<file path="src/rtl/omr_pkg.sv">
// Shared constants and helpers for the optical-mark-reader grader.
package omr_pkg;

   localparam int NUM_Q_DEF   = 10;
   localparam int NUM_OPT_DEF = 4;
   localparam int SCORE_W_DEF = 4;

   // Widest option field the one-hot helper accepts; narrower fields are zero-extended.
   localparam int MAX_OPT = 32;

   function automatic logic is_one_hot(input logic [MAX_OPT-1:0] f);
      return (f != '0) && ((f & (f - MAX_OPT'(1))) == '0);
   endfunction

endpackage

</file>
<file path="src/rtl/omr_grader_if.sv">
// Sheet-in / score-out bus between the scan front end, the grader and the display logic.
interface omr_grader_if
   import omr_pkg::*;
#(
   parameter int NUM_Q   = NUM_Q_DEF,
   parameter int NUM_OPT = NUM_OPT_DEF,
   parameter int SCORE_W = SCORE_W_DEF
);
   // Valid-only handshake: in_valid marks a sheet for exactly one cycle, there is
   // no ready; score_valid pulses one cycle later with score/score1 updated.
   logic                     in_valid;
   logic [NUM_Q*NUM_OPT-1:0] correct_answers;
   logic [NUM_Q*NUM_OPT-1:0] student_answers;
   logic [SCORE_W-1:0]       score;
   logic [SCORE_W-1:0]       score1;
   logic                     score_valid;

   modport master (
      output in_valid, correct_answers, student_answers,
      input  score, score1, score_valid
   );

   modport slave (
      input  in_valid, correct_answers, student_answers,
      output score, score1, score_valid
   );
endinterface

</file>
<file path="src/rtl/omr_question_grader.sv">
// Classifies one question field as correct, wrong or blank against its key field.
module omr_question_grader
   import omr_pkg::*;
#(
   parameter int NUM_OPT = NUM_OPT_DEF
) (
   input  logic [NUM_OPT-1:0] key_i,
   input  logic [NUM_OPT-1:0] student_i,
   output logic               correct_o,
   output logic               wrong_o
);

   logic key_ok;
   logic attempted;

   assign key_ok    = is_one_hot(MAX_OPT'(key_i));
   assign attempted = |student_i;

   // Equality against a one-hot key implies a single mark, so multi-marks fall to wrong.
   assign correct_o = key_ok && (student_i == key_i);
   assign wrong_o   = attempted && !correct_o;

endmodule

</file>
<file path="src/rtl/omr_grader.sv">
// Grades one answer sheet per cycle: per-question classification, two popcounts,
// registered results with a one-cycle valid pulse.
module omr_grader
   import omr_pkg::*;
#(
   parameter int NUM_Q   = NUM_Q_DEF,
   parameter int NUM_OPT = NUM_OPT_DEF,
   parameter int SCORE_W = SCORE_W_DEF
) (
   input logic         clk,
   input logic         rst_n,
   omr_grader_if.slave bus
);

   logic [NUM_Q-1:0]   correct_vec;
   logic [NUM_Q-1:0]   wrong_vec;
   logic [SCORE_W-1:0] score_d,  score_q;
   logic [SCORE_W-1:0] score1_d, score1_q;
   logic               valid_q;

   for (genvar gk = 0; gk < NUM_Q; gk++) begin : g_q
      omr_question_grader #(
         .NUM_OPT (NUM_OPT)
      ) u_q (
         .key_i     (bus.correct_answers[gk*NUM_OPT +: NUM_OPT]),
         .student_i (bus.student_answers[gk*NUM_OPT +: NUM_OPT]),
         .correct_o (correct_vec[gk]),
         .wrong_o   (wrong_vec[gk])
      );
   end

   // correct and wrong are exclusive per question, so the two sums never exceed NUM_Q.
   always_comb begin
      score_d  = '0;
      score1_d = '0;
      for (int k = 0; k < NUM_Q; k++) begin
         score_d  = score_d  + SCORE_W'(correct_vec[k]);
         score1_d = score1_d + SCORE_W'(wrong_vec[k]);
      end
   end

   always_ff @(posedge clk or negedge rst_n) begin
      if (!rst_n) begin
         score_q  <= '0;
         score1_q <= '0;
         valid_q  <= 1'b0;
      end else begin
         valid_q <= bus.in_valid;
         if (bus.in_valid) begin
            score_q  <= score_d;
            score1_q <= score1_d;
         end
      end
   end

   assign bus.score       = score_q;
   assign bus.score1      = score1_q;
   assign bus.score_valid = valid_q;

endmodule

</file>
<file path="src/flat_wrapper.sv">
// flat-port wrapper written by rule: the top's interface ports become plain ports
module omr_grader_flat import omr_pkg::*;
#(
   parameter int NUM_Q   = NUM_Q_DEF,
   parameter int NUM_OPT = NUM_OPT_DEF,
   parameter int SCORE_W = SCORE_W_DEF
)
  (clk, rst_n, bus_in_valid, bus_correct_answers, bus_student_answers, bus_score, bus_score1, bus_score_valid);
  omr_grader_if #(.NUM_Q(NUM_Q), .NUM_OPT(NUM_OPT), .SCORE_W(SCORE_W)) bus_i ();
  input logic clk;
  input logic rst_n;
  input wire logic [$bits(bus_i.in_valid)-1:0] bus_in_valid;
  input wire logic [$bits(bus_i.correct_answers)-1:0] bus_correct_answers;
  input wire logic [$bits(bus_i.student_answers)-1:0] bus_student_answers;
  output wire logic [$bits(bus_i.score)-1:0] bus_score;
  output wire logic [$bits(bus_i.score1)-1:0] bus_score1;
  output wire logic [$bits(bus_i.score_valid)-1:0] bus_score_valid;
  assign bus_i.in_valid = bus_in_valid;
  assign bus_i.correct_answers = bus_correct_answers;
  assign bus_i.student_answers = bus_student_answers;
  assign bus_score = bus_i.score;
  assign bus_score1 = bus_i.score1;
  assign bus_score_valid = bus_i.score_valid;
  omr_grader #(.NUM_Q(NUM_Q), .NUM_OPT(NUM_OPT), .SCORE_W(SCORE_W)) u_core (.clk(clk), .rst_n(rst_n), .bus(bus_i));
endmodule
</file>
<file path="config.mk">
export PLATFORM = sky130hd
export DESIGN_NAME = omr_grader_flat
export DESIGN_NICKNAME = d
export VERILOG_FILES = /design/src/rtl/omr_pkg.sv /design/src/rtl/omr_grader_if.sv /design/src/rtl/omr_question_grader.sv /design/src/rtl/omr_grader.sv /design/src/flat_wrapper.sv
export SDC_FILE = /design/constraint.sdc
export NUM_CORES = 1
export LEC_CHECK = 0
export CORE_UTILIZATION = 43
export DETAILED_ROUTE_END_ITERATION = 16
export GPL_TIMING_DRIVEN = 0
export PLACE_DENSITY = 0.86
export RECOVER_POWER = 25
export SYNTH_ARGS = -nofsm -noshare
export SYNTH_HDL_FRONTEND = slang
export SYNTH_SLANG_ARGS = --single-unit
export TNS_END_PERCENT = 30
</file>
<file path="constraint.sdc">
create_clock -name clk -period 1.22 [get_ports clk]
set_input_delay 0.122 -clock clk [delete_from_list [all_inputs] [get_ports clk]]
set_output_delay 0.122 -clock clk [all_outputs]
set_load 0.005 [all_outputs]
</file>
==> flow_metrics.env <==
export IMPL_result_of_the_run="finished, violations left"
export IMPL_violations="setup timing"
export IMPL_layout_min_cycle_time_ns=3.79
export IMPL_num_io_pins=92
export IMPL_grt_pass1_wl_um=7360
export IMPL_power_density_nw_per_um2=603
export IMPL_vias_per_cell=5.33
export IMPL_fillers=268
export IMPL_port_buf_inserts=91
export IMPL_power_share_sequential_pct=23.2
export IMPL_timing_max_cap_violations=0
export IMPL_syn_instance_count=200
export IMPL_syn_to_final_growth_pct=67.5
export IMPL_globalRouteTotalUtil_pct=21.7
export IMPL_nNetsFinal=404
export IMPL_gr_max_usage_layer="met2"
export IMPL_fin_tns_setup_ns=-19.03
export IMPL_cts_max_path_buffers=2
export IMPL_yosysSeqAreaShare_pct=13.3
export IMPL_ys_seq_elements=9
export IMPL_hold_path_class="input pin to asynchronous set/reset pin"
export IMPL_setup_ws_ns=-2.57
export IMPL_critical_path_required_ns=1.33
export IMPL_launching_element_type_of_the_critical_path="input pin"
export IMPL_drc=0
export IMPL_commonest_cells_after_routing_fill_and_taps_aside="clkdlybuf4s50_1 (59), xor2_1 (29), nor2_1 (26)"
export IMPL_placement_setup_worst_slack_ns=-3.33
export IMPL_chipHeight_um=64.9
export IMPL_routed_via_count=1843
export IMPL_drt_pass1_iter_count=4
export IMPL_clock_sink_count=9
export IMPL_clk_insertion_delay_late_ns=0.23
export IMPL_drt_total_wl_um=4370
export IMPL_cp_data_arrival_time_ns=3.90
export IMPL_multi_input_area_um2=1560
export IMPL_layout_commonest_cell="clkdlybuf4s50_1"
export IMPL_finalClockSkew_ns=0
export IMPL_place_detailed_hpwl_um=3680
export IMPL_timing_critical_path_to_type="register"
export IMPL_detail_route_wl_per_cell_um=12.6
export IMPL_global_route_usage_met2_pct=44.4
export IMPL_synthesis_area_um2=1700
export IMPL_seqCellArea_um2=225
export IMPL_yosysWarningCount=0
export IMPL_final_worst_hold_slack_ns=0.254
export IMPL_p_leak_nw=1.25
export IMPL_ant_nets=0
export IMPL_synth_cell_type_count=36
export IMPL_global_route_usage_met1_pct=23.8
export IMPL_timing_setup_critical_path_class="input pin to register"
export IMPL_post_route_cells_drive_above_1_share_pct=16.1
export IMPL_antenna_found_initial=0
export IMPL_measured_slew_at_the_worst_slew_check_pin_ns=0.570
export IMPL_root_buffer="clkbuf_8"
export IMPL_count_of_flip_flops_with_a_built_in_enable_after_synthesis=0
export IMPL_synth_fp_nets=305
export IMPL_diodes=0
export IMPL_switching_share_pct=32.5
export IMPL_post_synth_main_area_contributors="xor2_1 (15%), fa_1 (14%), dfrtp_1 (13%), ha_1 (7.4%), nor2_1 (6.2%)"
export IMPL_finish_utilization_pct=76.6
export IMPL_finalSetupViolations=8
export IMPL_highest_net_fanout_along_the_worst_path=3
export IMPL_max_freq_mhz=264
export IMPL_drt_iter0_drc=57
export IMPL_num_cts_buffers=3
export IMPL_fp_row_count=22
export IMPL_hold_viol=0
export IMPL_number_of_levels_the_h_tree_was_split_into=1
export IMPL_gpl_wtd_cong=0.733
export IMPL_clock_slew_at_the_register_clock_pins_of_the_worst_setup_and_hold_paths_ns=0.04
export IMPL_internal_power_mw=1.16
export IMPL_fp_dieW_um=64.9
export IMPL_combPwrFrac_pct=56.9
export IMPL_globalRouteMet3Util_pct=1.06
export IMPL_placeableCoreArea_um2=3720
export IMPL_power_switching_uw=558
export IMPL_globalRoute_totalOverflow=0
export IMPL_synthArstFlopShare_pct=100
export IMPL_grt_start_max_net_pins=11
export IMPL_slew_headroom_pct=62.0
export IMPL_dominantRegCellSynth="dfrtp_1"
export IMPL_first_global_vias=1887
export IMPL_min_period_over_period_pct=310
export IMPL_clockPowerShare_pct=19.9
export IMPL_netlist_top_cell_by_area="xor2_1"
export IMPL_design_die_area_um2=4210
export IMPL_ir_worst_vdd_uv=344
export IMPL_slew_violations=0
export IMPL_tritoncts_clock_tree="built"
export IMPL_unrepaired_setup_endpoints_after_global_routing="yes"
export IMPL_initial_utilization_pct=45.7
export IMPL_post_synth_cell_area_avg_um2=8.50
export IMPL_yosys_area_top_type_share_pct=15.5
[critical path, cell delays in order]
cell and delay, ns:
dlygate4sd2_1 0.26, or4_1 0.53, o21a_1 0.12, ha_1 0.28, inv_2 0.04, fa_1 0.47
fa_1 0.49, inv_1 0.05, fa_1 0.52, fa_2 0.22, inv_2 0.04, fa_2 0.35
xnor2_2 0.14, mux2_4 0.26
[layer usage]
layer	vias to the layer above	part of all wire, %
met5	-	0
met4	0	0.82
met3	5	5.7
met2	65	53
met1	851	41
li1	922	-
[path summary, 6_finish.rpt]
check / start / endpoint / slack (ns) / cells past startpoint
min in group clk: bus_in_valid / u_core.bus.score_valid$_DFF_PN0_ / 0.43 / 1
setup / recovery: bus_student_answers[4] / u_core.bus.score1[2]$_DFFE_PN0P_ / -2.57 / 14
hold / removal: rst_n / u_core.bus.score[0]$_DFFE_PN0P_ / 0.25 / 1
hold reg to reg: u_core.bus.score1[0]$_DFFE_PN0P_ / u_core.bus.score1[0]$_DFFE_PN0P_ / 0.51 / 1
max in group asynchronous: rst_n / u_core.bus.score_valid$_DFF_PN0_ / 0.69 / 1
setup reg to reg: u_core.bus.score[1]$_DFFE_PN0P_ / u_core.bus.score[1]$_DFFE_PN0P_ / 0.44 / 1
[layout make-up]
class | instances | share of cell area (%)
multi-input combinational | 179 | 54.7
timing repair buffer | 94 | 32.1
sequential | 9 | 7.92
tap | 48 | 2.11
clock buffer | 4 | 1.58
inverter | 11 | 1.45
buffer | 1 | 0.132
[cells by family after synthesis]
| logic type | count (synthesis) | share of synthesized area, % |
|---|---|---|
| AOI/OAI and AO/OA | 43 | 15.8 |
| DFF | 9 | 13.3 |
| adders and majority gates | 22 | 21.5 |
| muxes | 5 | 3.24 |
| and+or+nand+nor | 71 | 23.9 |
| xor gates and xnor gates | 38 | 19.6 |
| buffers and inverters | 12 | 2.65 |
[synth_stat cells, types with 3 or more instances]
master     n
a21oi_1   12
dfrtp_1    9
fa_1      12
ha_1      10
inv_1     11
mux2_2     4
nand2_1    6
nor2_1    28
nor4_1     4
nor4bb_1   3
o211ai_1   3
o21a_1     5
o21ai_0    7
o21ai_1    4
o41ai_1    3
or3_1      6
or4_1     12
or4bb_1    3
xnor2_1    8
xor2_1    30
[power groups by stage]
stage	Clock (mW)	Sequential [mW]	Combinational (mW)
detailed placement	0	0.403	0.954
floorplan	0	0.406	0.385
finish	0.341	0.398	0.975
global placement	0	0.400	0.914
global route	0.364	0.409	1.09
CTS	0.348	0.399	0.968
[through the flow]
step,power [mW],std cells,area [µm²]
after floorplan,0.790,200,1710
after global routing,1.86,346,2850
final,1.71,346,2850
after detailed placement,1.36,339,2680
after global placement,1.31,339,2680
after CTS,1.72,345,2760
[timing repair]
item,CTS,global route
buffers inserted,2,1
endpoints found under the setup margin,10,14
resized for setup,63,32
pin swaps,19,17
hold buffers,0,0
[sequential cells by signal, indices dropped and copies added (netlist names)]
register	cells
u_core.bus.score	4
u_core.bus.score_valid	1
u_core.bus.score1	4
Power figures use the tool's default switching activity.
